`src/rtl/fetch_stage.sv`:
```
// fetch_stage: owns the PC, addresses instruction memory and fills the IF/ID register,
// with stall, branch/jump redirect and halt once the PC runs past the end of the program.
module fetch_stage #(
    parameter logic [31:0] RESET_PC  = 32'h0000_0000,
    parameter int          MEM_WORDS = 14,
    parameter int          CNT_W     = 16
) (
    input  logic             clk_i,
    input  logic             rst_i,
    input  logic             stall_i,
    input  logic             redirect_i,
    input  logic [31:0]      redirect_pc_i,
    input  logic [31:0]      instr_i,
    output logic [31:0]      pc_addr_o,
    output logic [31:0]      ifid_pc_o,
    output logic [31:0]      ifid_pc4_o,
    output logic [31:0]      ifid_instr_o,
    output logic             ifid_valid_o,
    output logic             done_o,
    output logic [CNT_W-1:0] fetch_cnt_o
);
    localparam logic [31:0] END_ADDR = 32'(MEM_WORDS * 4);

    typedef enum logic [1:0] {IDLE, RUN, DONE} state_t;

    state_t      state, state_nxt;
    logic [31:0] pc, pc_nxt, pc4, target;
    logic        capture, bubble;

    assign pc4    = pc + 32'd4;
    assign target = {redirect_pc_i[31:2], 2'b00};

    always_comb begin
        state_nxt = state;
        pc_nxt    = pc;
        capture   = 1'b0;
        bubble    = 1'b0;
        case (state)
            IDLE: state_nxt = RUN;
            RUN: begin
                if (redirect_i) begin
                    pc_nxt    = target;
                    bubble    = 1'b1;
                    state_nxt = (target < END_ADDR) ? RUN : DONE;
                end else if (!stall_i) begin
                    capture   = 1'b1;
                    pc_nxt    = pc4;
                    // compare before the increment so a wrapping pc+4 still halts
                    state_nxt = (pc >= END_ADDR - 32'd4) ? DONE : RUN;
                end
            end
            DONE: begin
                if (redirect_i) begin
                    pc_nxt    = target;
                    bubble    = 1'b1;
                    state_nxt = (target < END_ADDR) ? RUN : DONE;
                end else begin
                    bubble = !stall_i;
                end
            end
            default: state_nxt = IDLE;
        endcase
    end

    always_ff @(posedge clk_i or negedge rst_i) begin
        if (!rst_i) begin
            state        <= IDLE;
            pc           <= RESET_PC;
            ifid_pc_o    <= '0;
            ifid_pc4_o   <= '0;
            ifid_instr_o <= '0;
            ifid_valid_o <= 1'b0;
            fetch_cnt_o  <= '0;
        end else begin
            state <= state_nxt;
            pc    <= pc_nxt;
            if (capture) begin
                ifid_pc_o    <= pc;
                ifid_pc4_o   <= pc4;
                ifid_instr_o <= instr_i;
                ifid_valid_o <= 1'b1;
                fetch_cnt_o  <= (fetch_cnt_o == '1) ? fetch_cnt_o : fetch_cnt_o + 1'b1;
            end else if (bubble) begin
                ifid_pc_o    <= '0;
                ifid_pc4_o   <= '0;
                ifid_instr_o <= '0;
                ifid_valid_o <= 1'b0;
            end
        end
    end

    assign pc_addr_o = pc;
    assign done_o    = (state == DONE);
endmodule

```
`config.mk`:
```
export PLATFORM = sky130hd
export DESIGN_NAME = fetch_stage
export DESIGN_NICKNAME = d
export VERILOG_FILES = /design/src/rtl/fetch_stage.sv
export SDC_FILE = /design/constraint.sdc
export NUM_CORES = 1
export LEC_CHECK = 0
export ABC_AREA = 0
export BUFFER_PORTS_ARGS = -buffer_cell sky130_fd_sc_hd__clkbuf_2
export CAP_MARGIN = 10
export CORE_MARGIN = 8
export CORE_UTILIZATION = 50
export DETAILED_ROUTE_END_ITERATION = 8
export GPL_TIMING_DRIVEN = 1
export PLACE_DENSITY = 0.77
export SYNTH_ARGS = -nofsm -noshare
export SYNTH_HDL_FRONTEND = slang
export SYNTH_SLANG_ARGS = --single-unit
```
`constraint.sdc`:
```
create_clock -name clk_i -period 2.72 [get_ports clk_i]
set_input_delay 0.272 -clock clk_i [delete_from_list [all_inputs] [get_ports clk_i]]
set_output_delay 0.272 -clock clk_i [all_outputs]
set_load 0.05 [all_outputs]
```
# Yosys cells after proc, flatten, opt, wreduce, memory -nomap -nowiden
# Index checks and enable logic that the tools add are counted.
# word_totals
out_inout_bits	146
input_bits	68
regBits	147
wordCells	46
# classes
add_sub_neg	2
magnitude_cmp	2
muxes	22
bitwise_logic	1
n_eq_ne	5
n_reduce_logical	7
# ops
operator	count
2-to-1 mux 32 bit	7
case mux 32 bit (2 select lines)	1
adder 32 x 3 -> 32 bit, second input constant	1
greater-or-equal comparator 32 x 6 -> 1 bit, second input constant	1
less-than comparator 32 x 6 -> 1 bit, second input constant	1
adder 16 x 1 -> 16 bit, second input constant	1
equality test 16 bit, second input constant	1
2-to-1 mux 2 bit	5
2-to-1 mux 1 bit	7
case mux 2 bit (3 select lines)	1
AND reduction 2 bit	2
nonzero test 2 bit	2
!= test 3 bit, second input constant	1
AND reduction 3 bit	1
equality test 2 x 1 -> 1 bit, second input constant	1
equality test 2 bit, second input constant	1
logical NOT 2 bit	1
!= test 2 bit, second input constant	1
case mux 1 bit (2 select lines)	1
logical NOT 1 bit	1
inverter 1 bit	1

# Depth between registers and ports, before layout
# Gate-level depths: netlist of run 1.
# depth
word_depth	5
ltp_mapped	9
ltp_nobuf	7

# Worst setup path after synthesis of run 1
# OpenSTA, ideal clock, no wires.
# synth_timing
path_kind	register to register
from	register state[0]
to	register pc[3] (netlist: pc_addr_o[3])
arrival_time_ns	2.051
slack_ns	0.527
path_buffers	2
required_time_ns	2.578
path_stages_with_launch	8
path_cell_list	dfrtp_1 inv_1 ha_1 or2_2 clkbuf_1 o21a_1 clkbuf_1 a31oi_1
# synth_via
elab_chain_cells	3
# synth_lines
element	line	text
from (decl)	26	state_t state, state_nxt;
from (signal assigned)	75	state <= state_nxt;
equality test 2 bit *	-	
named net done_o	19	output logic done_o,
!= test 2 bit (no line) or nonzero test 2 bit (tied branches)	-	
AND reduction 3 bit (no line)	-	
to (signal assigned)	76	pc <= pc_nxt;
to (decl)	27	logic [31:0] pc, pc_nxt, pc4, target;
# Mark *: on every way through the listed nets, which the timed path passes. The rest lies on a longest branch.
# A chain may end at the register's enable or synchronous reset.

# Final worst setup path of run 1
# layout_timing
from	register state[0]
to	register pc[18] (netlist: pc_addr_o[18])
# layout_via
elab_chain_cells	3
# layout_lines
element	line	text
equality test 2 x 1 -> 1 bit or equality test 2 bit (tied branches)	38	case (state)
!= test 3 bit (no line) (tied with other cells)	-	
AND reduction 3 bit (no line)	-	
# Parallel ways exist; a longest one is shown, timed or not.

==> results.md, run 1 <==
- Via count of the first global-routing pass: 6093
- Remaining antenna violation count: 0
- P per Cell Area: 1555 nW/µm²
- Status: finished, final reports clean
- Number of setup buffers added after CTS: 0
- CTS tree: done
- X dimension of the die: 131.5 µm
- HPWL after detailed placement: 14080 µm
- Required time of the critical path: 3000 ps
- Synth Instances: 647
- Crit Path Category: reg -> reg
- Area of the core: 13140 µm²
- 1st-pass router iterations: 5
- Mean instance size in the synthesized netlist: 10.31 µm²
- Share of the cycle needed by the critical path after routing: 85.88%
- Register area share after synthesis: 52.89%
- Most used DFF post-synth: dfrtp_1
- Count of flip-flops with a built-in enable after synthesis: 0
- IR Drop Worst-Case VDD: 0.0009112 V
- Sum of internal, switching and leakage power: 13.15 mW
- Clock-pin slew of the registers on the worst-case setup and hold paths: 60 ps
- Critical path capture point type: register
- Most congested layer reported by global routing: met2
- Portion of total power attributed to combinational logic: 51.0%
- Number of placed I/O pins: 214
- Worst Setup Start Kind: register
- Mapped cell area: 6671 µm²
- Placer congestion estimate: 0.8369
- Insertion delay of the later-clocked pin in the worst-skew pair: 410 ps
- Remaining max-slew budget at the tightest pin: 41.93%
- Crit-path slowest cell: o21ai_2
- Main combinational cell family by area after synthesis: compound AO/OA/AOI/OAI gates
- Setup ws final: 384.2 ps
- Average wire per standard cell: 19.07 µm
- Leakage power of the design: 4.135 nW
- Compound-cell area share of the yosys netlist: 19.54%
- Switching power of the nets: 6.826 mW
- Final Slew Violations: 0
- Number of sinks on the clock net: 141
- All-Layer GR Usage: 22.48%
- Global routing usage on met3: 6.021%
- Switching part of the total power: 51.91%
- Die Outline Area: 17290 µm²
- I/O Buffers: 205
- Finish-stage setup viols: 0
- Largest stage delay, worst path: 690 ps
- Share of synthesized registers carrying an async set or reset: 100.0%
- Standard-cell rows: 42
- CTS H-tree depth: 4
- Number of placed instances with taps included: 986
- Register share of total power: 30.1%
- Starting DRT DRC Count: 464
- Nets: 906
- Remaining Overflow, GRT: 0
- Placed cell areas: 7810 µm²
- Share of synthesized cell area in full adder, half adder and majority cells: 1.500%
- Share of layout cells above drive strength 1: 31.59%
- Syn-to-layout area delta: 26.76%
- Post-CTS Hold Fix Bufs: 1
- Simple-gate share of the synthesized area: 15.23%
- Distinct cells, synth: 53
- Global-route wire length before repair: 31970 µm
- Unrepaired setup endpoints after global routing: false
- Setup skew after layout: 10.35 ps
- Final critical-path required period: 2336 ps
- Count of cells along the worst register-to-register path: 7
- Cts repair resizes: 0
- Clock Root Buffer: clkbuf_16
- Routed vias: 5885
- Die height: 131.5 µm
- Hold path depth: 2
- Data arrival time of the critical path: 2620 ps
- Filler-free cell count of the finished design: 1019
- Highest clock frequency the design can meet: 0.4281 GHz
- Pin count of the biggest net entering global routing: 60
- Post-Synth XOR/XNOR Area: 5.645%
- GR Util met1: 29.11%
- Vias per std cell: 5.775
- Hold slack final: 76.52 ps
- Pre-CTS worst setup slack: 398.0 ps
- Starting Density: 50.78%
- Biggest fanout along the worst timing path: 19
- Mux share of post-synthesis cell area: 0.6189%
- Number of max-capacitance violations reported: 0
- Total non-filler cell area in the finished layout: 8457 µm²
- Yosys reg bits: 141
- Hold violation count in the final report: 0
- Worst hold path class: in -> reg
- Utilization of the core after routing: 64.37%
- CP cell instances: inv_1, ha_1, nor2_1, o21ai_2, buf_4, a21oi_1, a2bb2oi_1
- DRC: 0
- Total CTS buffers: 17
- Met2 global-route usage: 35.57%
- Most common library cell in the layout ignoring fill and taps: clkbuf_2
- Clock Path Buffers: 2
- Commonest non-fill, non-tap cells in the layout: clkbuf_2, dfrtp_1, nand2_1, a22o_1, o21ai_0
- Number of antenna violations at the first check in global routing: 1
- Internal Pwr Total: 6.323 mW
- Routed wire length: 19430 µm
- Total Neg Setup Slack: 0 ps
- Clock Power Share: 18.9%
- Yosys warns: 0
- Pin slew with the least headroom to its limit: 870.9 ps
-- metal layers --
metal / vias up / wire, µm
met5: - / 0
met4: 0 / 408
met3: 31 / 1401
met2: 260 / 9371
met1: 2896 / 8247
li1: 2698 / -
-- synthesized netlist by cell type, types with 18 or more instances --
| library cell | instances | share of area [%] |
|---|---|---|
| a22o_1 | 61 | 8.0 |
| buf_2 | 18 | 1.4 |
| xnor2_1 | 21 | 2.8 |
| o22ai_1 | 20 | 1.9 |
| o21ai_0 | 39 | 2.9 |
| dfrtp_1 | 141 | 53 |
| clkbuf_1 | 32 | 1.8 |
| xor2_1 | 22 | 2.9 |
| nand3_1 | 22 | 1.7 |
| nor2_1 | 22 | 1.2 |
| nand2_1 | 85 | 4.8 |
| a21oi_1 | 26 | 2.0 |
-- cell type report --
class / count / area [µm²]
fillers: 1091 / 4681
flip-flops and latches: 141 / 3528
multi-input cells: 444 / 2880
repair buffers: 219 / 1165
clock buffers: 22 / 474.2
well taps: 176 / 220.2
clock inverters: 9 / 160.2
inverters: 7 / 26.28
diodes: 1 / 2.502
-- cell families after synthesis --
| logic type | Yosys count |
|---|---|
| flip-flops | 141 |
| AO/OA/AOI/OAI | 186 |
| AND/OR/NAND/NOR | 197 |
| adder cells (fa/ha/maj) | 8 |
| other | 1 |
| buffers and inverters | 67 |
| XOR/XNOR | 43 |
| multiplexers | 4 |
-- registers in the layout (all words and copies together), names as in the netlist --
signal	flops
ifid_instr_o	32
ifid_pc_o	30
ifid_valid_o	1
ifid_pc4_o	30
state	2
pc_addr_o	30
fetch_cnt_o	16
-- worst max-delay path, delay by kind of cell (launching register included) --
kind,cells,cell delay [ps]
simple gates,1,130
fa+ha+maj,1,380
compound gates,3,880
flops,1,420
buf+inv,2,390
-- power by group through the flow --
stage / Combinational, mW / Clock [mW] / Sequential [mW]
6_report: 6.71 / 2.49 / 3.96
2_1_floorplan: 2.32 / 0 / 6.60
3_3_place_gp: 6.59 / 0 / 3.90
3_5_place_dp: 6.73 / 0 / 3.95
4_1_cts: 6.75 / 2.52 / 3.94
5_1_grt: 7.11 / 2.61 / 4.10
-- path summary, 6_finish.rpt --
| kind | slack [ps] | endpoint | from |
|---|---|---|---|
| max | 380 | pc_addr_o[18] | state[0] |
| min | 80 | ifid_instr_o[24] | instr_i[24] |
| max reg2reg | 380 | pc_addr_o[18] | state[0] |
| min reg2reg | 480 | ifid_pc4_o[27] | ifid_pc4_o[27] |
| max in group asynchronous | 1500 | ifid_pc_o[4] | rst_i |
| min in group asynchronous | 370 | ifid_pc4_o[5] | rst_i |
Note: power is estimated with default switching activity, not from simulation.
==> run 2, diff against run 1 <==
- CORE_MARGIN: 8 -> not set
==> results.md, run 2 (synthesized netlist as in run 1, its figures left out) <==
- Status: finished, final reports clean
- Count of cells along the worst register-to-register path: 7
- Reg with most FFs: ifid_instr_o
- Crit Path Category: reg -> reg
- X dimension of the die: 117.5 µm
- Final Slew Violations: 0
- Nets: 908
- Finish-stage setup viols: 0
- Setup skew after layout: 10.23 ps
- Clock Path Buffers: 2
- Internal Pwr Total: 6.393 mW
- Total non-filler cell area in the finished layout: 8466 µm²
- Crit-path slowest cell: o21ai_2
- Placed cell areas: 7820 µm²
- Beginning of the critical path: state[0]
- Antenna diode count: 0
- Flip-flop count of the largest register, all copies and words added: 32
- Syn-to-layout area delta: 26.89%
- Remaining Overflow, GRT: 0
- Most common library cell in the layout ignoring fill and taps: clkbuf_2
- Combined buffer and inverter count along the critical path: 2
- Die Outline Area: 13810 µm²
- Insertion delay of the later-clocked pin in the worst-skew pair: 420 ps
- Leakage power of the design: 4.159 nW
- DRC: 0
- Reg-to-reg startpoint: state[0]
- Commonest non-fill, non-tap cells in the layout: clkbuf_2, dfrtp_1, nand2_1, a22o_1, o21ai_0
- Number of placed I/O pins: 214
- Worst hold path class: in -> reg
- IR Drop Worst-Case VDD: 0.001078 V
- Pin slew with the least headroom to its limit: 798.9 ps
- Hold slack final: 72.89 ps
- Vias per std cell: 5.807
- Hold violation count in the final report: 0
- Endpoint of the worst register-to-register path: pc_addr_o[21]
- WHS Endpoint: ifid_instr_o[25]
- Largest stage delay, worst path: 640 ps
- I/O Buffers: 205
- Final critical-path required period: 2305 ps
- Unrepaired setup endpoints after global routing: false
- CP cell instances: inv_1, ha_1, nor2_1, o21ai_2, buf_4, a21oi_1, a2bb2oi_1
- Via count of the first global-routing pass: 5688
- Reg2Reg Setup Slack: 420 ps
- 1st-pass router iterations: 5
- CTS H-tree depth: 4
- P per Cell Area: 1552 nW/µm²
- Kind of cell with the highest combined delay on the critical path: compound AO/OA/AOI/OAI gates
- Data arrival time of the critical path: 2600 ps
- Average wire per standard cell: 17.76 µm
- Portion of total power attributed to combinational logic: 51.1%
- All-Layer GR Usage: 27.04%
- Starting DRT DRC Count: 482
- Number of antenna violations at the first check in global routing: 0
- Clock Power Share: 19.0%
- Share of the cycle needed by the critical path after routing: 84.74%
- Share of layout cells above drive strength 1: 31.64%
- Starting Density: 52.02%
- Required time of the critical path: 3020 ps
- Placer congestion estimate: 0.8608
- Remaining max-slew budget at the tightest pin: 46.74%
- Total area of multi-input combinational cells: 2880 µm²
- HPWL after detailed placement: 12350 µm
- Area of the core: 12820 µm²
- Clock-pin slew of the registers on the worst-case setup and hold paths: 60 ps
- Biggest fanout along the worst timing path: 17
- Standard-cell rows: 41
- Remaining antenna violation count: 0
- Die height: 117.5 µm
- Worst Setup Start Kind: register
- Fillers: 1038
- Number of max-capacitance violations reported: 0
- Total Neg Setup Slack: 0 ps
- Number of sinks on the clock net: 141
- Highest clock frequency the design can meet: 0.4338 GHz
- Reg area: 3528 µm²
- Pin count of the biggest net entering global routing: 60
- Start point of the worst min-delay path: instr_i[25]
- Register share of total power: 30.0%
- Total CTS buffers: 17
- Hold path depth: 2
- Critical path capture point type: register
- CTS tree: done
- Global-route wire length before repair: 29530 µm
- Switching power of the nets: 6.748 mW
- Clock Root Buffer: clkbuf_16
- Routed vias: 5900
- Routed wire length: 18050 µm
- Switching part of the total power: 51.35%
[run 2: stage by stage]
step	utilization, %	std cells	setup WS [ps]	total power, mW
2_1_floorplan	-	652	527.1	8.920
3_3_place_gp	60.98	984	518.2	10.46
3_5_place_dp	60.98	984	453.1	10.62
4_1_cts	66.01	1016	420.9	13.18
5_1_grt	66.01	1016	292.4	13.78
6_report	66.01	1016	415.0	13.14
[run 2: worst max path at each step]
stage | cells after the start | endpoint | slack [ps]
global route | 7 | pc_addr_o[21] | 290
floorplan | 7 | pc_addr_o[3] | 530
finish | 7 | pc_addr_o[21] | 420
global placement | 7 | fetch_cnt_o[10] | 520
detailed placement | 7 | pc_addr_o[28] | 450
CTS | 7 | pc_addr_o[21] | 420
[run 2: timing repair]
| action | in CTS | in global routing |
|---|---|---|
| hold endpoints to repair | 57 | 0 |
| hold buffers | 1 | 0 |
| buffers inserted | 0 | 0 |
| setup endpoints to repair | 0 | 0 |
| gates resized for setup | 0 | 0 |
[run 2: area by class of cell]
class	count	area share [%]
clock inverter	6	1.537
timing repair buffer	221	13.94
clock buffer	25	5.971
tap	172	2.542
sequential	141	41.68
inverter	7	0.3104
multi-input combinational	444	34.02
[run 2: metal layers]
metal	up-vias	track usage, %	wire length, µm
li1	2700	-	-
met1	2924	36.14	7898
met2	249	42.75	8594
met3	27	6.153	1217
met4	0	10.82	338
met5	-	0	0
[run 2: power groups by stage]
stage               sequential [mW]  clock [mW]  combinational [mW]
finish                         3.94        2.49                6.71
CTS                            3.92        2.52                6.73
global route                   4.07        2.62                7.09
detailed placement             3.93           0                6.69
floorplan                      6.60           0                2.32
global placement               3.89           0                6.57
==> run 3, diff against run 2 <==
- ABC_AREA: 0 -> 1
- CORE_UTILIZATION: 50 -> 47
- PLACE_DENSITY: 0.77 -> 0.75
- clock period: 2.72 -> 2 ns (I/O delays scaled with it)
==> results.md, run 3 <==
- Data arrival time of the critical path: 2220 ps
- DRC: 0
- Routed wire length: 20510 µm
- Synth area leader: dfrtp_1
- Leakage power of the design: 4.782 nW
- Yosys reg bits: 141
- Hold violation count in the final report: 0
- Mux share of post-synthesis cell area: 0%
- Switching part of the total power: 54.35%
- Compound-cell area share of the yosys netlist: 13.29%
- Most common library cell in the layout ignoring fill and taps: nand2_1
- Setup ws final: 80.11 ps
- Number of max-capacitance violations reported: 0
- Worst Setup Start Kind: register
- Routed vias: 6711
- Nets: 1151
- Antenna diode count: 0
- CTS H-tree depth: 4
- Status: finished, final reports clean
- Average wire per standard cell: 16.12 µm
- Crit Path Category: reg -> reg
- Required time of the critical path: 2300 ps
- Unrepaired setup endpoints after global routing: true
- Register area share after synthesis: 50.58%
- Internal Pwr Total: 7.970 mW
- P per Cell Area: 1943 nW/µm²
- CTS tree: done
- Starting DRT DRC Count: 434
- Share of layout cells above drive strength 1: 26.47%
- Setup skew after layout: 7.528 ps
- Vias per std cell: 5.276
- Remaining Overflow, GRT: 0
- Critical path capture point type: register
- Worst hold path class: in -> reg
- Final critical-path required period: 1920 ps
- Sum of internal, switching and leakage power: 17.46 mW
- Cell types occupying the most area after synthesis: dfrtp_1, nand2_1, a22o_1
- Clock Root Buffer: clkbuf_16
- All-Layer GR Usage: 27.64%
- Commonest non-fill, non-tap cells in the layout: nand2_1, clkbuf_2, dfrtp_1, inv_1, nor2_1
- Syn-to-layout area delta: 28.84%
- Count of flip-flops with a built-in enable after synthesis: 0
- Dominant cell by count in the synthesized netlist: nand2_1
- Clock Path Buffers: 2
- Main combinational cell family by area after synthesis: simple AND/OR/NAND/NOR gates
- Placer congestion estimate: 0.9464
- Standard-cell rows: 44
- 1st-pass router iterations: 5
- Most used DFF post-synth: dfrtp_1
- Utilization of the core after routing: 61.84%
- Flip-flop count of the largest register, all copies and words added: 32
- Clock Power Share: 17.0%
- Simple-gate share of the synthesized area: 23.44%
- Remaining antenna violation count: 0
- Global-route wire length before repair: 32010 µm
- I/O Buffers: 205
- Biggest fanout along the worst timing path: 19
- Synth Instances: 846
- Register share of total power: 29.0%
- Mean instance size in the synthesized netlist: 8.245 µm²
- Die height: 123.8 µm
- Insertion delay of the later-clocked pin in the worst-skew pair: 420 ps
- Pin slew with the least headroom to its limit: 559.7 ps
- Starting Density: 47.99%
- Die Outline Area: 15330 µm²
- Final Slew Violations: 0
- Highest clock frequency the design can meet: 0.5209 GHz
- Share of the cycle needed by the critical path after routing: 95.99%
- Share of synthesized cell area in full adder, half adder and majority cells: 1.435%
- Share of synthesized registers carrying an async set or reset: 100.0%
- Hold slack final: 15.43 ps
- Proportion of netlist area held by the largest area contributor: 50.58%
- Area of the core: 14530 µm²
- Switching power of the nets: 9.490 mW
- Reg with most FFs: ifid_instr_o
- Number of antenna violations at the first check in global routing: 1
- X dimension of the die: 123.8 µm
- HPWL after detailed placement: 14900 µm
- Number of placed I/O pins: 214
- Remaining max-slew budget at the tightest pin: 62.69%
- Distinct cells, synth: 30
- Total CTS buffers: 17
- Leading cell types by count after synthesis: nand2_1, dfrtp_1, inv_1
- Mapped cell area: 6975 µm²
- Finish-stage setup viols: 0
- Number of sinks on the clock net: 141
- Via count of the first global-routing pass: 6415
- Yosys warns: 0
- IR Drop Worst-Case VDD: 0.001078 V
- Post-Synth XOR/XNOR Area: 3.265%
- Pin count of the biggest net entering global routing: 56
- Portion of total power attributed to combinational logic: 54.0%
- Clock-pin slew of the registers on the worst-case setup and hold paths: 60 ps
- Pre-CTS worst setup slack: 58.73 ps
-- run 3: changes by cell type after synthesis, sizes merged, moves of 15 or more --
cell,previous run,this run
inv,7,85
nor4,17,0
clkbuf,33,8
nand2,85,267
nor2,22,76
xnor2,21,5
a22o,61,41
a2bb2oi,15,0
o22ai,20,2
o21ai,45,77
-- run 3: power groups by stage --
stage / logic (mW) / clock network, mW / registers (mW)
after global routing: 10.1 / 3.14 / 5.19
after global placement: 9.21 / 0 / 4.99
after floorplan: 3.13 / 0 / 8.70
final: 9.43 / 2.97 / 5.06
after detailed placement: 9.32 / 0 / 5.05
after CTS: 9.40 / 3.02 / 5.02
-- run 3: area by class of cell --
class                   count  area (µm²)
clock buffers              19       432.9
clock inverters            13       117.6
fillers                  1301        5547
inverters                  86       325.3
multi-input cells         586        2939
flip-flops and latches    141        3528
well taps                 184       230.2
repair buffers            243        1414
-- run 3: layer usage --
metal	global-route usage [%]	part of all wire (%)
met1	35.53	43
met2	43.82	47
met3	7.967	8.1
met4	10.99	2.7
met5	0	0
-- run 3: kinds of logic (layout without fill, tap and decap cells) --
family,count (synthesis),after routing
other,1,6
adders and majority gates,8,8
DFF,141,141
AOI/OAI and AO/OA,151,151
and+or+nand+nor,395,395
xor gates and xnor gates,26,26
buffers and inverters,124,361
-- run 3: worst paths after layout --
kind / slack [ps] / cells after the start / to / from
setup reg to reg: 80 / 8 / fetch_cnt_o[9] / state[1]
hold / removal: 20 / 2 / ifid_instr_o[16] / instr_i[16]
hold reg to reg: 480 / 2 / ifid_pc4_o[19] / ifid_pc4_o[19]
max in group asynchronous: 1090 / 3 / ifid_instr_o[9] / rst_i
min in group asynchronous: 310 / 2 / ifid_pc_o[18] / rst_i
setup / recovery: 80 / 8 / fetch_cnt_o[9] / state[1]
-- run 3: repair_timing --
action | in CTS | in global routing
gates resized for setup | 0 | 7
hold endpoints to repair | 67 | 0
hold buffers | 17 | 0
setup endpoints to repair | 0 | 8
buffers inserted | 0 | 0
-- run 3: through the flow --
step                TNS, ps  cell area (µm²)  std cells
global placement          0             8243       1223
global route         -16.51             8987       1272
detailed placement        0             8243       1223
floorplan                 0             6997        851
finish                    0             8987       1272
CTS                       0             8964       1272
-- run 3: worst max-delay path: stages (launching register included) --
cell	delay, ps
dfrtp_1	430
inv_1	110
ha_2	210
inv_1	70
nor3_4	270
buf_6	250
nand4_1	190
o21ai_0	210
nand2_1	60
